File: config.mk
export PLATFORM = sky130hd
export DESIGN_NAME = uart_rx_param
export DESIGN_NICKNAME = d
export VERILOG_FILES = /design/src/rtl/uart_pkg.sv /design/src/rtl/uart_rx_sync.sv /design/src/rtl/uart_rx_param.sv
export SDC_FILE = /design/constraint.sdc
export NUM_CORES = 1
export LEC_CHECK = 0
export BUFFER_PORTS_ARGS = -buffer_cell sky130_fd_sc_hd__buf_2
export CAP_MARGIN = 30
export CORE_UTILIZATION = 51
export CTS_CLUSTER_SIZE = 16
export DETAILED_ROUTE_END_ITERATION = 10
export PLACE_DENSITY = 0.82
export SETUP_SLACK_MARGIN = 0.05
export SLEW_MARGIN = 20
export SYNTH_ARGS = -nofsm -noshare
export SYNTH_HDL_FRONTEND = slang
export SYNTH_SLANG_ARGS = --single-unit
export TNS_END_PERCENT = 5
File: constraint.sdc
create_clock -name Clk -period 2.1 [get_ports Clk]
set_clock_uncertainty 0.05 [all_clocks]
set_input_delay 0.42 -clock Clk [delete_from_list [all_inputs] [get_ports Clk]]
set_output_delay 0.42 -clock Clk [all_outputs]
set_load 0.03 [all_outputs]
File: src/rtl/uart_pkg.sv
// uart_pkg: shared types and constants for the UART receive path.
//   parity_e    - parity mode encoding (matches the PARITY parameter value)
//   rx_state_e  - receiver FSM states
//   ERR_*       - bit positions inside the 4-bit error vector
package uart_pkg;

    typedef enum logic [1:0] {
        PAR_NONE = 2'd0,
        PAR_EVEN = 2'd1,
        PAR_ODD  = 2'd2
    } parity_e;

    typedef enum logic [2:0] {
        IDLE,
        START,
        DATA,
        PARITY,
        STOP,
        WAIT_IDLE
    } rx_state_e;

    localparam int ERR_BREAK   = 0;
    localparam int ERR_PARITY  = 1;
    localparam int ERR_FRAME   = 2;
    localparam int ERR_OVERRUN = 3;

endpackage

File: src/rtl/uart_rx_sync.sv
// uart_rx_sync: 2-flop synchroniser for an asynchronous serial line plus a
// registered falling-edge detector.
//   Clk      in   system clock
//   Rst      in   synchronous active-high reset (all flops go to line-idle 1)
//   Rx_In    in   asynchronous serial line, idle high
//   rx_sync  out  synchronised line level
//   rx_fall  out  one-Clk pulse on a synchronised 1->0 transition
module uart_rx_sync (
    input  logic Clk,
    input  logic Rst,
    input  logic Rx_In,
    output logic rx_sync,
    output logic rx_fall
);

    logic s1, s2, s_prev;

    always_ff @(posedge Clk) begin
        if (Rst) begin
            s1     <= 1'b1;
            s2     <= 1'b1;
            s_prev <= 1'b1;
        end else begin
            s1     <= Rx_In;
            s2     <= s1;
            s_prev <= s2;
        end
    end

    assign rx_sync = s2;
    assign rx_fall = s_prev & ~s2;

endmodule

File: src/rtl/uart_rx_param.sv
// uart_rx_param: oversampling UART receiver with a one-entry valid/ready
// holding register and break/parity/framing/overrun reporting.
//   Clk        in   system clock
//   Rst        in   synchronous active-high reset
//   Baud_Tick  in   one-Clk pulse at OVERSAMPLE x baud
//   Rx_In      in   asynchronous serial line, idle high
//   Rx_Ready   in   consumer accepts the held frame
//   Rx_Valid   out  holding register contains a frame
//   Rx_Data    out  received data, LSB first on the line
//   Rx_Error   out  [0] break [1] parity [2] framing [3] overrun
//   RTS        out  high while the holding register is empty
module uart_rx_param #(
    parameter int DATA_BITS  = 8,
    parameter int PARITY     = 1,
    parameter int STOP_BITS  = 1,
    parameter int OVERSAMPLE = 16
) (
    input  logic                 Clk,
    input  logic                 Rst,
    input  logic                 Baud_Tick,
    input  logic                 Rx_In,
    input  logic                 Rx_Ready,
    output logic                 Rx_Valid,
    output logic [DATA_BITS-1:0] Rx_Data,
    output logic [3:0]           Rx_Error,
    output logic                 RTS
);
    import uart_pkg::*;

    localparam int              TW        = $clog2(OVERSAMPLE);
    localparam logic [TW-1:0]   T_MID     = TW'(OVERSAMPLE / 2 - 1);
    localparam logic [TW-1:0]   T_END     = TW'(OVERSAMPLE - 1);
    localparam logic [3:0]      LAST_DATA = 4'(DATA_BITS - 1);
    localparam logic [3:0]      LAST_STOP = 4'(STOP_BITS - 1);

    rx_state_e              state, nstate;
    logic                   rx_s, rx_fall;
    logic [TW-1:0]          tick;
    logic [3:0]             bit_cnt;
    logic [DATA_BITS-1:0]   shreg;
    logic                   par_bit_q, par_err_q, frm_q, brk_q;

    logic mid_hit, end_hit, start_ok, smp_data, smp_par, smp_stop, frame_done;
    logic par_calc, brk_now, brk_fin, frm_fin;

    uart_rx_sync u_sync (
        .Clk     (Clk),
        .Rst     (Rst),
        .Rx_In   (Rx_In),
        .rx_sync (rx_s),
        .rx_fall (rx_fall)
    );

    // state register
    always_ff @(posedge Clk) begin
        if (Rst) state <= IDLE;
        else     state <= nstate;
    end

    // next state; start detection is not gated by Baud_Tick so a one-Clk
    // edge pulse cannot be missed at low tick rates
    always_comb begin
        nstate = state;
        case (state)
            IDLE:             if (rx_fall) nstate = START;
            START:            if (mid_hit) nstate = rx_s ? IDLE : DATA;
            DATA:             if (smp_data && bit_cnt == LAST_DATA)
                                  nstate = (PARITY == 0) ? STOP : uart_pkg::PARITY;
            uart_pkg::PARITY: if (smp_par) nstate = STOP;
            STOP:             if (frame_done) nstate = rx_s ? IDLE : WAIT_IDLE;
            WAIT_IDLE:        if (Baud_Tick && rx_s) nstate = IDLE;
            default:          nstate = IDLE;
        endcase
    end

    // sampling strobes
    always_comb begin
        mid_hit    = Baud_Tick && (tick == T_MID);
        end_hit    = Baud_Tick && (tick == T_END);
        start_ok   = (state == START) && mid_hit && !rx_s;
        smp_data   = (state == DATA) && end_hit;
        smp_par    = (state == uart_pkg::PARITY) && end_hit;
        smp_stop   = (state == STOP) && end_hit;
        frame_done = smp_stop && (bit_cnt == LAST_STOP);
    end

    assign par_calc = (^shreg) ^ rx_s;
    // break candidate evaluated while sampling the first stop bit
    assign brk_now  = (shreg == '0) && ((PARITY == 0) || !par_bit_q) && !rx_s;
    assign brk_fin  = (bit_cnt == 4'd0) ? brk_now : brk_q;
    assign frm_fin  = frm_q || !rx_s;

    // tick counter: cleared on the start edge and again at mid start bit so
    // that every later wrap lands in the middle of a bit
    always_ff @(posedge Clk) begin
        if (Rst)
            tick <= '0;
        else if ((state == IDLE && rx_fall) || start_ok)
            tick <= '0;
        else if (Baud_Tick)
            tick <= (tick == T_END) ? '0 : tick + 1'b1;
    end

    // frame datapath
    always_ff @(posedge Clk) begin
        if (Rst) begin
            bit_cnt   <= '0;
            shreg     <= '0;
            par_bit_q <= 1'b0;
            par_err_q <= 1'b0;
            frm_q     <= 1'b0;
            brk_q     <= 1'b0;
        end else if (start_ok) begin
            bit_cnt   <= '0;
            par_bit_q <= 1'b0;
            par_err_q <= 1'b0;
            frm_q     <= 1'b0;
            brk_q     <= 1'b0;
        end else if (smp_data) begin
            shreg   <= {rx_s, shreg[DATA_BITS-1:1]};
            bit_cnt <= (bit_cnt == LAST_DATA) ? 4'd0 : bit_cnt + 4'd1;
        end else if (smp_par) begin
            par_bit_q <= rx_s;
            par_err_q <= (PARITY == int'(PAR_ODD)) ? !par_calc : par_calc;
        end else if (smp_stop) begin
            bit_cnt <= bit_cnt + 4'd1;
            if (!rx_s)            frm_q <= 1'b1;
            if (bit_cnt == 4'd0)  brk_q <= brk_now;
        end
    end

    // holding register; a completing frame may reload it in the same cycle
    // the held one is accepted
    always_ff @(posedge Clk) begin
        if (Rst) begin
            Rx_Valid <= 1'b0;
            Rx_Data  <= '0;
            Rx_Error <= '0;
        end else if (frame_done) begin
            if (!Rx_Valid || Rx_Ready) begin
                Rx_Valid              <= 1'b1;
                Rx_Data               <= brk_fin ? '0 : shreg;
                Rx_Error[ERR_BREAK]   <= brk_fin;
                Rx_Error[ERR_PARITY]  <= par_err_q;
                Rx_Error[ERR_FRAME]   <= frm_fin;
                Rx_Error[ERR_OVERRUN] <= 1'b0;
            end else begin
                Rx_Error[ERR_OVERRUN] <= 1'b1;
            end
        end else if (Rx_Ready) begin
            Rx_Valid <= 1'b0;
        end
    end

    assign RTS = !Rx_Valid;

endmodule

==> summary.md, run 1 <==
| Metric | Value |
|---|---|
| Status | `finished, final reports clean` |
| Cell Rows | `20` |
| Postcts setup bufs | `0` |
| Final hold violation count | `0` |
| DRT antenna net count | `0` |
| Fin Setup TNS | `0 ns` |
| Syn Nets | `199` |
| CTS tree | `built` |
| Layout cells sized above 1 | `0.209` |
| CTS HTree Levels | `2` |
| Drt pass-1 iters | `4` |
| Final WS setup | `roughly 0.23 ns` |
| Worst r2r path cells | `6` |
| Worst EP required | `2.36 ns` |
| Design area | `between 2000 and 2500 um2` |
| Arrival @ worst endpoint | `2.13 ns` |
| Max IR drop VDD | `approximately 0.49 mV` |
| RSZ-0062 raised after global routing | `false` |
| Count of different cell masters after synthesis | `37` |
| Synth top area cells | `dfxtp_1, mux2i_1, nor2_1` |
| Fmax | `533 MHz` |
| Min-delay worst type | `primary input to register` |
| Initial Utilization | `0.559` |
| WL/cell | `approximately 13 um` |
| Critical path launch point type | `register` |
| RePlAce Congestion | `0.799` |
| Post-route DRC | `0` |
| Die height | `60.8 um` |
| Nets@finish | `roughly 220` |
| Setup Viol. Count Final | `0` |
| Inserted Diodes | `0` |
| Power, Total | `0.00119 W` |
| Crit-path max FO | `8` |
| Leak | `slightly below 0.8 nW` |
| Most frequent cells in the layout | `dfxtp_1, nor2_1, buf_2, mux2i_1, inv_1` |
| Crit. End Element | `register` |
| Ys async rst share | `0` |
| Final Critical Period | `~1.9 ns` |
| DRT iter0 DRCs | `60` |
| GRT Total Usage | `0.206` |
| Max_slew headroom | `0.653` |
| Worst hold slack | `0.196 ns` |
| Post-synth top flop | `dfxtp_1` |
| Cts bufs inserted | `5` |
| DIE WIDTH | `60.8 um` |
| Sequential area share after synthesis | `0.432` |
| Routed vias/inst | `around 5.2` |
| Post-DP HPWL | `approximately 2.3 mm` |
| Mapped Avg Cell Area | `between 9 and 10 um2` |
| Largest net degree at the start of global routing | `20` |
| CTS Buffer Depth | `2` |
| Post-synth top area share | `0.432` |
| Vias in the first global route | `approximately 1,200` |
| Setup CP Type | `register to register` |
| Max_cap viols | `0` |
| Total grt overflow | `0` |
| Mapped cell area | `around 1800 um2` |
| IO Count | `19` |
| Setup WS pre-CTS | `between 0.06 and 0.07 ns` |
| WHS Path Cells | `2` |
| Dominant cell type by area after synthesis | `dfxtp_1` |
| Core area | `about 3200 um2` |
| Initial antenna violation count | `0` |
| Clk slew on worst S/H paths | `about 0.12 ns` |
| Syn-to-layout area delta | `13.6%` |
| Most common cell after layout, fill and taps aside | `dfxtp_1` |
| YS warnings | `0` |
| Worst-Margin Slew | `roughly 0.52 ns` |
| Placed cell areas | `roughly 1900 um2` |
| Fillers | `approximately 290` |
| Slew Limit Fails | `0` |
| Die ar. | `around 3700 um2` |
| Post-Route WL | `about 3.2 mm` |
| Clock Latency Late Sink | `around 0.35 ns` |
| PwrDens | `a little under 600 nW/um2` |
| Part of the cycle the worst path needs | `0.893` |
| Synthesized flop and latch total | `38` |
| Number of flops mapped to enable cells by yosys | `0` |
| Root buf cell | `clkbuf_4` |
| Clk sinks | `38` |
| Cells after synthesis | `between 150 and 200` |
| Routed vias | `~1,300` |
| First-pass GRT wire length | `roughly 5.4 mm` |
| Port Buf Inserts | `18` |
[critical path: stages (launching register included)]
cell and delay, ns:
dfxtp_2 0.40, ha_4 0.19, nand4_4 0.12, nor4b_4 0.36, nand3_4 0.17, nor3_4 0.36
a22o_1 0.18
[kinds of logic after synthesis]
group / share of synthesized area
and+or+nand+nor: 0.222
DFF: 0.432
AOI/OAI and AO/OA: 0.112
buffers and inverters: 0.0462
muxes: 0.104
xor gates and xnor gates: 0.0348
adders and majority gates: 0.0497
[layout make-up]
type | instances | area, um2 | area share
Clock buffer | 6 | 51.3 | 0.0256
Clock inverter | 2 | 12.5 | 0.00625
Inverter | 14 | 52.6 | 0.0263
Multi-Input combinational cell | 128 | 938 | 0.469
Sequential cell | 38 | 763 | 0.381
Tap cell | 44 | 55.1 | 0.0275
Timing Repair Buffer | 23 | 128 | 0.0638
[worst paths after layout]
kind | from | endpoint | slack (ns)
setup / recovery | tick[0] | Rx_Data[5] | 0.23
hold / removal | Rx_In | u_sync.s1 | 0.20
setup reg to reg | tick[0] | Rx_Data[5] | 0.23
hold reg to reg | u_sync.s1 | u_sync.rx_sync | 0.39
[cell usage after synthesis (2+ instances only)]
master    count
a21oi_1       8
a22o_1        9
a31oi_1       3
and3_1        2
buf_2         2
clkbuf_1      4
dfxtp_1      38
ha_1          7
inv_1        14
mux2_2        2
mux2i_1      16
nand2_1       9
nand2b_1     10
nand3_1       2
nand4_1       2
nor2_1       25
nor2b_1       2
nor3_1        5
nor4_1        2
o21ai_0       2
or2_2         2
xnor2_1       4
xor2_1        3
[sequential cells by signal, summed over array words and instances (netlist names)]
register	flops
Rx_Data	8
u_sync.rx_sync	1
u_sync.s1	1
Rx_Valid	1
tick	4
Rx_Error	4
par_bit_q	1
bit_cnt	4
u_sync.s_prev	1
shreg	8
state	3
frm_q	1
par_err_q	1
[power by group]
| part | internal (W) | switching [W] | total [W] | leakage (nW) |
|---|---|---|---|---|
| Clock | 0.000161 | 0.000245 | 0.000406 | 0.0343 |
| Combinational | 0.0000210 | 0.0000286 | 0.0000496 | 0.437 |
| Sequential | 0.000727 | 0.0000111 | 0.000738 | 0.308 |
| Total | 0.000909 | 0.000284 | 0.00119 | 0.779 |
[routing by layer]
layer / up-vias / track usage / wire length [um]
met5: - / 0 / 0
met1: 607 / 0.277 / 1630
li1: 694 / - / -
met4: 0 / 0.0877 / 59
met3: 7 / 0.0832 / 144
met2: 23 / 0.290 / 1400
[through the flow]
stage	utilization	cells
2_1_floorplan	-	187
3_3_place_gp	0.608	247
3_5_place_dp	0.608	247
4_1_cts	0.628	255
5_1_grt	0.635	255
6_report	0.635	255
[timing repair]
action	in CTS	in global routing
endpoints found under the setup margin	1	10
hold endpoints to repair	0	0
pin swaps	1	2
hold buffers	0	0
gates resized for setup	0	5
Note: power is estimated with default switching activity, not from simulation.
==> run 2: changes to the inputs <==
--- a/config.mk
+++ b/config.mk
@@ -7,10 +7,12 @@
 export LEC_CHECK = 0
 export BUFFER_PORTS_ARGS = -buffer_cell sky130_fd_sc_hd__buf_2
 export CAP_MARGIN = 30
-export CORE_UTILIZATION = 51
-export CTS_CLUSTER_SIZE = 16
+export CELL_PAD_IN_SITES_DETAIL_PLACEMENT = 1
+export CELL_PAD_IN_SITES_GLOBAL_PLACEMENT = 2
+export CORE_UTILIZATION = 32
 export DETAILED_ROUTE_END_ITERATION = 10
-export PLACE_DENSITY = 0.82
+export GPL_TIMING_DRIVEN = 0
+export PLACE_DENSITY = 0.81
 export SETUP_SLACK_MARGIN = 0.05
 export SLEW_MARGIN = 20
 export SYNTH_ARGS = -nofsm -noshare
==> run 2 against run 1 <==
Clock power rose by 28%; register-to-register slack worse by 0.06 ns; setup slack got worse by 0.064 ns; combinational power grew 16%; first-iteration DRC count down 42%; wire length is 17% higher; hold slack better by 0.064 ns; cell area is 5.4% higher; non-clock buffer count is 4 higher; total power grew 9.8%; utilization decreased by 23 points; critical path type unchanged; highest routed layer unchanged.
==> summary.md, run 2 (same netlist as run 1, synthesis figures left out) <==
| Metric | Value |
|---|---|
| Crit-path max FO | `8 (unchanged)` |
| Post-CTS Hold Buffers | `0 (unchanged)` |
| Clk sinks | `38 (unchanged)` |
| Syn-to-layout area delta | `19.7%` |
| Critical path launch point type | `register` |
| Max IR drop VDD | `0.420 mV (-15%)` |
| Post-Route WL | `3.80 mm (+17%)` |
| DIE WIDTH | `76.2 um (+25%)` |
| Slew Limit Fails | `0 (unchanged)` |
| CTS Buffer Depth | `2 (unchanged)` |
| Post-route DRC | `0 (unchanged)` |
| Fmax | `516 MHz (-3.3%)` |
| Fillers | `626 (+120%)` |
| Most frequent cells in the layout | `dfxtp_1, nor2_1, buf_2, mux2i_1, inv_1` |
| Setup Viol. Count Final | `0 (unchanged)` |
| Worst-Margin Slew | `0.764 ns (+0.248 ns)` |
| Total grt overflow | `0 (unchanged)` |
| Part of the cycle the worst path needs | `0.923 (+0.0303)` |
| GRT Total Usage | `0.144 (-0.0621)` |
| Crit-path max cell delay | `0.37 ns (-0.03 ns)` |
| Root buf cell | `clkbuf_8` |
| Final hold violation count | `0 (unchanged)` |
| Cell chain of the critical path | `ha_4 > nand4_4 > nor4b_4 > buf_4 > nand3_4 > nor3_4 > buf_12 > a22o_1` |
| Routed vias/inst | `4.85 (-7.2%)` |
| Core area | `5200 um2 (+65%)` |
| Vias in the first global route | `1,427 (+20%)` |
| Die height | `76.2 um (+25%)` |
| WL/cell | `13.3 um (+5.0%)` |
| Most common cell after layout, fill and taps aside | `dfxtp_1` |
| Largest regs | `Rx_Data (8), shreg (8)` |
| Largest net degree at the start of global routing | `12 (-40%)` |
| Worst EP required | `2.28 ns (-0.08 ns)` |
| CP top delay family | `simple AND/OR/NAND/NOR gates` |
| PwrDens | `621 nW/um2 (+4.2%)` |
| Nets@finish | `226 (+1.8%)` |
| CTS tree | `built` |
| Initial Utilization | `0.338 (-0.220)` |
| Initial antenna violation count | `0 (unchanged)` |
| Clock Latency Late Sink | `0.29 ns (-0.06 ns)` |
| Min-delay worst type | `primary input to register` |
| Worst Path Buf+Inv | `2 (+2)` |
| Max_slew headroom | `0.485 (-0.168)` |
| Routed vias | `1,381 (+3.8%)` |
| Worst hold slack | `0.260 ns (+0.0638 ns)` |
| Crit. End Element | `register` |
| Setup WS pre-CTS | `-0.317 ns (-0.382 ns)` |
| RePlAce Congestion | `0.717 (-10%)` |
| Cell Rows | `26 (+30%)` |
| Cts bufs inserted | `5 (unchanged)` |
| DRT iter0 DRCs | `35 (-42%)` |
| Status | `finished, final reports clean` |
| Post-DP HPWL | `2.67 mm (+16%)` |
| First-pass GRT wire length | `6.58 mm (+22%)` |
| Drt pass-1 iters | `4 (unchanged)` |
| Port Buf Inserts | `16 (-2)` |
| CP max stage cell | `dfxtp_4` |
| Die ar. | `5810 um2 (+57%)` |
| Max_cap viols | `0 (unchanged)` |
| Leak | `0.805 nW (+3.3%)` |
| Clk slew on worst S/H paths | `0.07 ns (-0.05 ns)` |
| DRT antenna net count | `0 (unchanged)` |
| CTS HTree Levels | `2 (unchanged)` |
| Setup CP Type | `register to register` |
| Arrival @ worst endpoint | `2.12 ns (about the same)` |
| Final Critical Period | `1.94 ns (+0.0636 ns)` |
| IO Count | `19 (unchanged)` |
| Layout cells sized above 1 | `0.205 (-0.00388)` |
| RSZ-0062 raised after global routing | `true` |
| Final WS setup | `0.162 ns (-0.0636 ns)` |
| Inserted Diodes | `0 (unchanged)` |
run 2: changes by cell type in the layout (fill, tap and decap cells not counted), moves of 2 or more:
cell and change:
buf_4 -2, clkbuf_1 +5, clkbuf_4 -5, clkbuf_8 +5, dfxtp_2 -2, dfxtp_4 +2
run 2: path summary, 6_finish.rpt:
kind,slack (ns),to,cells after the start,start
setup / recovery,0.16,Rx_Data[4],8,tick[1]
hold / removal,0.26,u_sync.s1,2,Rx_In
setup reg to reg,0.16,Rx_Data[4],8,tick[1]
hold reg to reg,0.37,u_sync.rx_sync,1,u_sync.s1
run 2: layer usage:
| layer | vias to the layer above | track usage | share of wire |
|---|---|---|---|
| met3 | 6 | 0.0287 | 0.029 |
| met2 | 21 | 0.233 | 0.45 |
| met1 | 654 | 0.185 | 0.50 |
| li1 | 700 | - | - |
| met4 | 0 | 0.0635 | 0.013 |
| met5 | - | 0 | 0 |
run 2: worst reg2reg max path, cell delays in order (launching register included):
cell and delay (ns):
dfxtp_4 0.37, ha_4 0.18, nand4_4 0.20, nor4b_4 0.27, buf_4 0.18, nand3_4 0.12, nor3_4 0.23, buf_12 0.15
a22o_1 0.13
run 2: repair_timing:
item                       in CTS  in global routing
gates resized for setup         3                  6
setup endpoints to repair      25                 21
pin swaps                       2                 10
buffers inserted                3                  1
run 2: report_power, final:
group	switching, W	total, W	internal [W]
registers	0.00000639	0.000732	0.000726
clock network	0.000256	0.000520	0.000265
logic	0.0000365	0.0000576	0.0000211
total	0.000298	0.00131	0.00101
run 2: cell type report:
| cell class | instances | area [um2] | share of cell area |
|---|---|---|---|
| clock inverter | 1 | 5.00 | 0.00237 |
| multi-input combinational | 128 | 957 | 0.454 |
| timing repair buffer | 20 | 123 | 0.0582 |
| buffer | 7 | 28.8 | 0.0136 |
| inverter | 14 | 52.6 | 0.0249 |
| sequential | 38 | 768 | 0.364 |
| clock buffer | 7 | 86.3 | 0.0409 |
| tap | 70 | 87.6 | 0.0415 |
run 2: stage by stage:
step / cell area [um2] / power [W] / std cells / util / TNS [ns]
after global routing: 2110 / 0.00136 / 285 / 0.405 / 0
after global placement: 1930 / 0.000802 / 273 / 0.371 / -4.76
after detailed placement: 1940 / 0.000804 / 273 / 0.372 / -3.76
after CTS: 2070 / 0.00133 / 284 / 0.398 / -0.102
after floorplan: 1760 / 0.000787 / 187 / - / 0
final: 2110 / 0.00131 / 285 / 0.405 / 0
==> run 3: changes to the inputs <==
--- a/config.mk
+++ b/config.mk
@@ -12,7 +12,7 @@
 export CORE_UTILIZATION = 32
 export DETAILED_ROUTE_END_ITERATION = 10
 export GPL_TIMING_DRIVEN = 0
-export PLACE_DENSITY = 0.81
+export PLACE_DENSITY_LB_ADDON = 0.1
 export SETUP_SLACK_MARGIN = 0.05
 export SLEW_MARGIN = 20
 export SYNTH_ARGS = -nofsm -noshare
==> run 3 against run 2 <==
Critical path depth is 2 lower; non-clock buffer count fell by 2; flip-flop and latch count is the same; wire length grew 5.1%; clock power is 1% lower; global-route usage rose by 1.1 points; clock-buffer cell count did not move; setup slack worse by 0.061 ns; utilization shrank 0.41 points; register-to-register slack lost 0.06 ns; highest routed layer unchanged.
==> summary.md, run 3 (same netlist as run 1, synthesis figures left out) <==
| Metric | Value |
|---|---|
| Status | `finished, final reports clean` |
| IO Count | `19 (unchanged)` |
| Int Pwr | `0.00101 W (+0.17%)` |
| Syn-to-layout area delta | `18.5%` |
| Worst-Margin Slew | `0.818 ns (+0.0533 ns)` |
| WHS Path Cells | `2 (unchanged)` |
| Final hold violation count | `0 (unchanged)` |
| Setup Viol. Count Final | `0 (unchanged)` |
| Port Buf Inserts | `16 (unchanged)` |
| Core area | `5200 um2 (unchanged)` |
| Setup WS pre-CTS | `-0.316 ns (+0.00104 ns)` |
| Sw Share | `0.224 (-0.00388)` |
| Max_slew headroom | `0.449 (-0.0359)` |
| Final WS setup | `0.100 ns (-0.0614 ns)` |
| Post-Route WL | `3.99 mm (+5.1%)` |
| WL/cell | `14.1 um (+5.8%)` |
| Psw | `0.000292 W (-2.0%)` |
| First-pass GRT wire length | `7.12 mm (+8.3%)` |
| Post-route DRC | `0 (unchanged)` |
| Max IR drop VDD | `0.396 mV (-5.8%)` |
| DRT antenna net count | `0 (unchanged)` |
| Clk network pwr share | `0.394 (-0.003)` |
| Total grt overflow | `0 (unchanged)` |
| GRT Total Usage | `0.154 (+0.0105)` |
| Critical path launch point type | `register` |
| Final Critical Period | `2.00 ns (+0.0614 ns)` |
| Crit. End Element | `register` |
| Leak | `0.790 nW (-1.9%)` |
| Initial antenna violation count | `0 (unchanged)` |
| Fmax | `500 MHz (-3.1%)` |
| Clock Latency Late Sink | `0.29 ns (about the same)` |
| Drt pass-1 iters | `4 (unchanged)` |
| Nets@finish | `224 (-0.88%)` |
| Hold_sp | `Rx_In` |
| Die ar. | `5810 um2 (unchanged)` |
| Layout cells sized above 1 | `0.202 (-0.00277)` |
| Reg power frac | `0.562 (+0.003)` |
| Routed vias | `1,374 (-0.51%)` |
| Worst r2r path cells | `6 (-2)` |
| RePlAce Congestion | `0.770 (+7.4%)` |
| Post-DP HPWL | `2.91 mm (+9.1%)` |
| Part of the cycle the worst path needs | `0.952 (+0.0292)` |
| CTS tree | `built` |
| Cell Rows | `26 (unchanged)` |
| Combinational fraction of design power | `0.045 (about the same)` |
| Crit-path max FO | `8 (unchanged)` |
| Critical R2R Capture | `Rx_Data[0]` |
| Placed cell areas | `1940 um2 (unchanged)` |
| Worst r2r src | `tick[0]` |
| Arrival @ worst endpoint | `2.18 ns (+0.06 ns)` |
| Clk sinks | `38 (unchanged)` |
| Design area | `2090 um2 (-1.0%)` |
| Worst EP required | `2.28 ns (about the same)` |
| Largest regs | `Rx_Data (8), shreg (8)` |
| Vias in the first global route | `1,502 (+5.3%)` |
| Setup slack, reg-to-reg | `0.10 ns (-0.06 ns)` |
| Post-CTS Hold Buffers | `0 (unchanged)` |
| Max_cap viols | `0 (unchanged)` |
| Min-delay worst type | `primary input to register` |
| CTS HTree Levels | `2 (unchanged)` |
| DRT iter0 DRCs | `38 (+8.6%)` |
| CTS Buffer Depth | `2 (unchanged)` |
| Most frequent cells in the layout | `dfxtp_1, nor2_1, buf_2, mux2i_1, inv_1` |
| Initial Utilization | `0.338 (unchanged)` |
| Setup CP Type | `register to register` |
| Slew Limit Fails | `0 (unchanged)` |
| Fin Setup TNS | `0 ns (unchanged)` |
| PwrDens | `626 nW/um2 (+0.69%)` |
| Fillers | `606 (-3.2%)` |
| Hold endpoint | `u_sync.s1` |
| Most common cell after layout, fill and taps aside | `dfxtp_1` |
| Inserted Diodes | `0 (unchanged)` |
| Root buf cell | `clkbuf_8` |
| RSZ-0062 raised after global routing | `true` |
| Largest net degree at the start of global routing | `12 (unchanged)` |
| Die height | `76.2 um (unchanged)` |
| Routed vias/inst | `4.86 (+0.20%)` |
| Clk slew on worst S/H paths | `0.07 ns (about the same)` |
| Final Core Density | `0.401 (-0.00409)` |
| DIE WIDTH | `76.2 um (unchanged)` |
| Cts bufs inserted | `5 (unchanged)` |
[run 3: cell types whose count changed in the layout (fill, tap and decap cells not counted), sizes merged]
cell,delta
buf,-2
[run 3: worst max path at each step]
stage                     cells after the start      from         end
after floorplan                               5   tick[0]  Rx_Data[0]
after global placement                        4   tick[0]  bit_cnt[3]
after detailed placement                      5   tick[0]  Rx_Data[3]
after CTS                                     6  state[2]  bit_cnt[3]
after global routing                          6   tick[0]  Rx_Data[0]
final                                         6   tick[0]  Rx_Data[0]
[run 3: area by class of cell]
cell class | instances | area [um2] | area share
multi-input cells | 128 | 968 | 0.464
flip-flops and latches | 38 | 763 | 0.366
repair buffers | 18 | 95.1 | 0.0456
well taps | 70 | 87.6 | 0.0420
clock buffers | 7 | 86.3 | 0.0414
inverters | 14 | 52.6 | 0.0252
plain buffers | 7 | 28.8 | 0.0138
clock inverters | 1 | 5.00 | 0.00240
[run 3: routing by layer]
layer / GRT usage / vias up / wire (um)
met5: 0 / - / 0
met4: 0.0577 / 0 / 53
met3: 0.0299 / 6 / 87
met2: 0.279 / 13 / 2060
met1: 0.179 / 665 / 1790
li1: - / 690 / -
[run 3: through the flow]
step | power, W | instances | hold WS, ns
3_3_place_gp | 0.000802 | 273 | 0.350
3_5_place_dp | 0.000804 | 273 | 0.350
4_1_cts | 0.00133 | 283 | 0.253
5_1_grt | 0.00138 | 283 | 0.252
2_1_floorplan | 0.000787 | 187 | 0.339
6_report | 0.00131 | 283 | 0.260
[run 3: repair_timing]
item,in CTS,in global routing
resized for setup,8,1
setup buffers,2,0
pin swaps,3,0
setup endpoints to repair,23,13
cloned,0,0
[run 3: power groups by stage]
stage / clock network [W] / logic (W) / registers, W
2_1_floorplan: 0 / 0.0000404 / 0.000747
3_3_place_gp: 0 / 0.0000539 / 0.000748
3_5_place_dp: 0 / 0.0000559 / 0.000748
4_1_cts: 0.000535 / 0.0000597 / 0.000733
5_1_grt: 0.000575 / 0.0000666 / 0.000734
6_report: 0.000514 / 0.0000583 / 0.000734
[run 3: worst max-delay path, stage by stage, from the launching register on]
cell and delay [ns]:
dfxtp_2 0.38, ha_4 0.19, nand4_4 0.20, nor4b_4 0.40, nand3_4 0.18, nor3_4 0.35, a22o_1 0.19
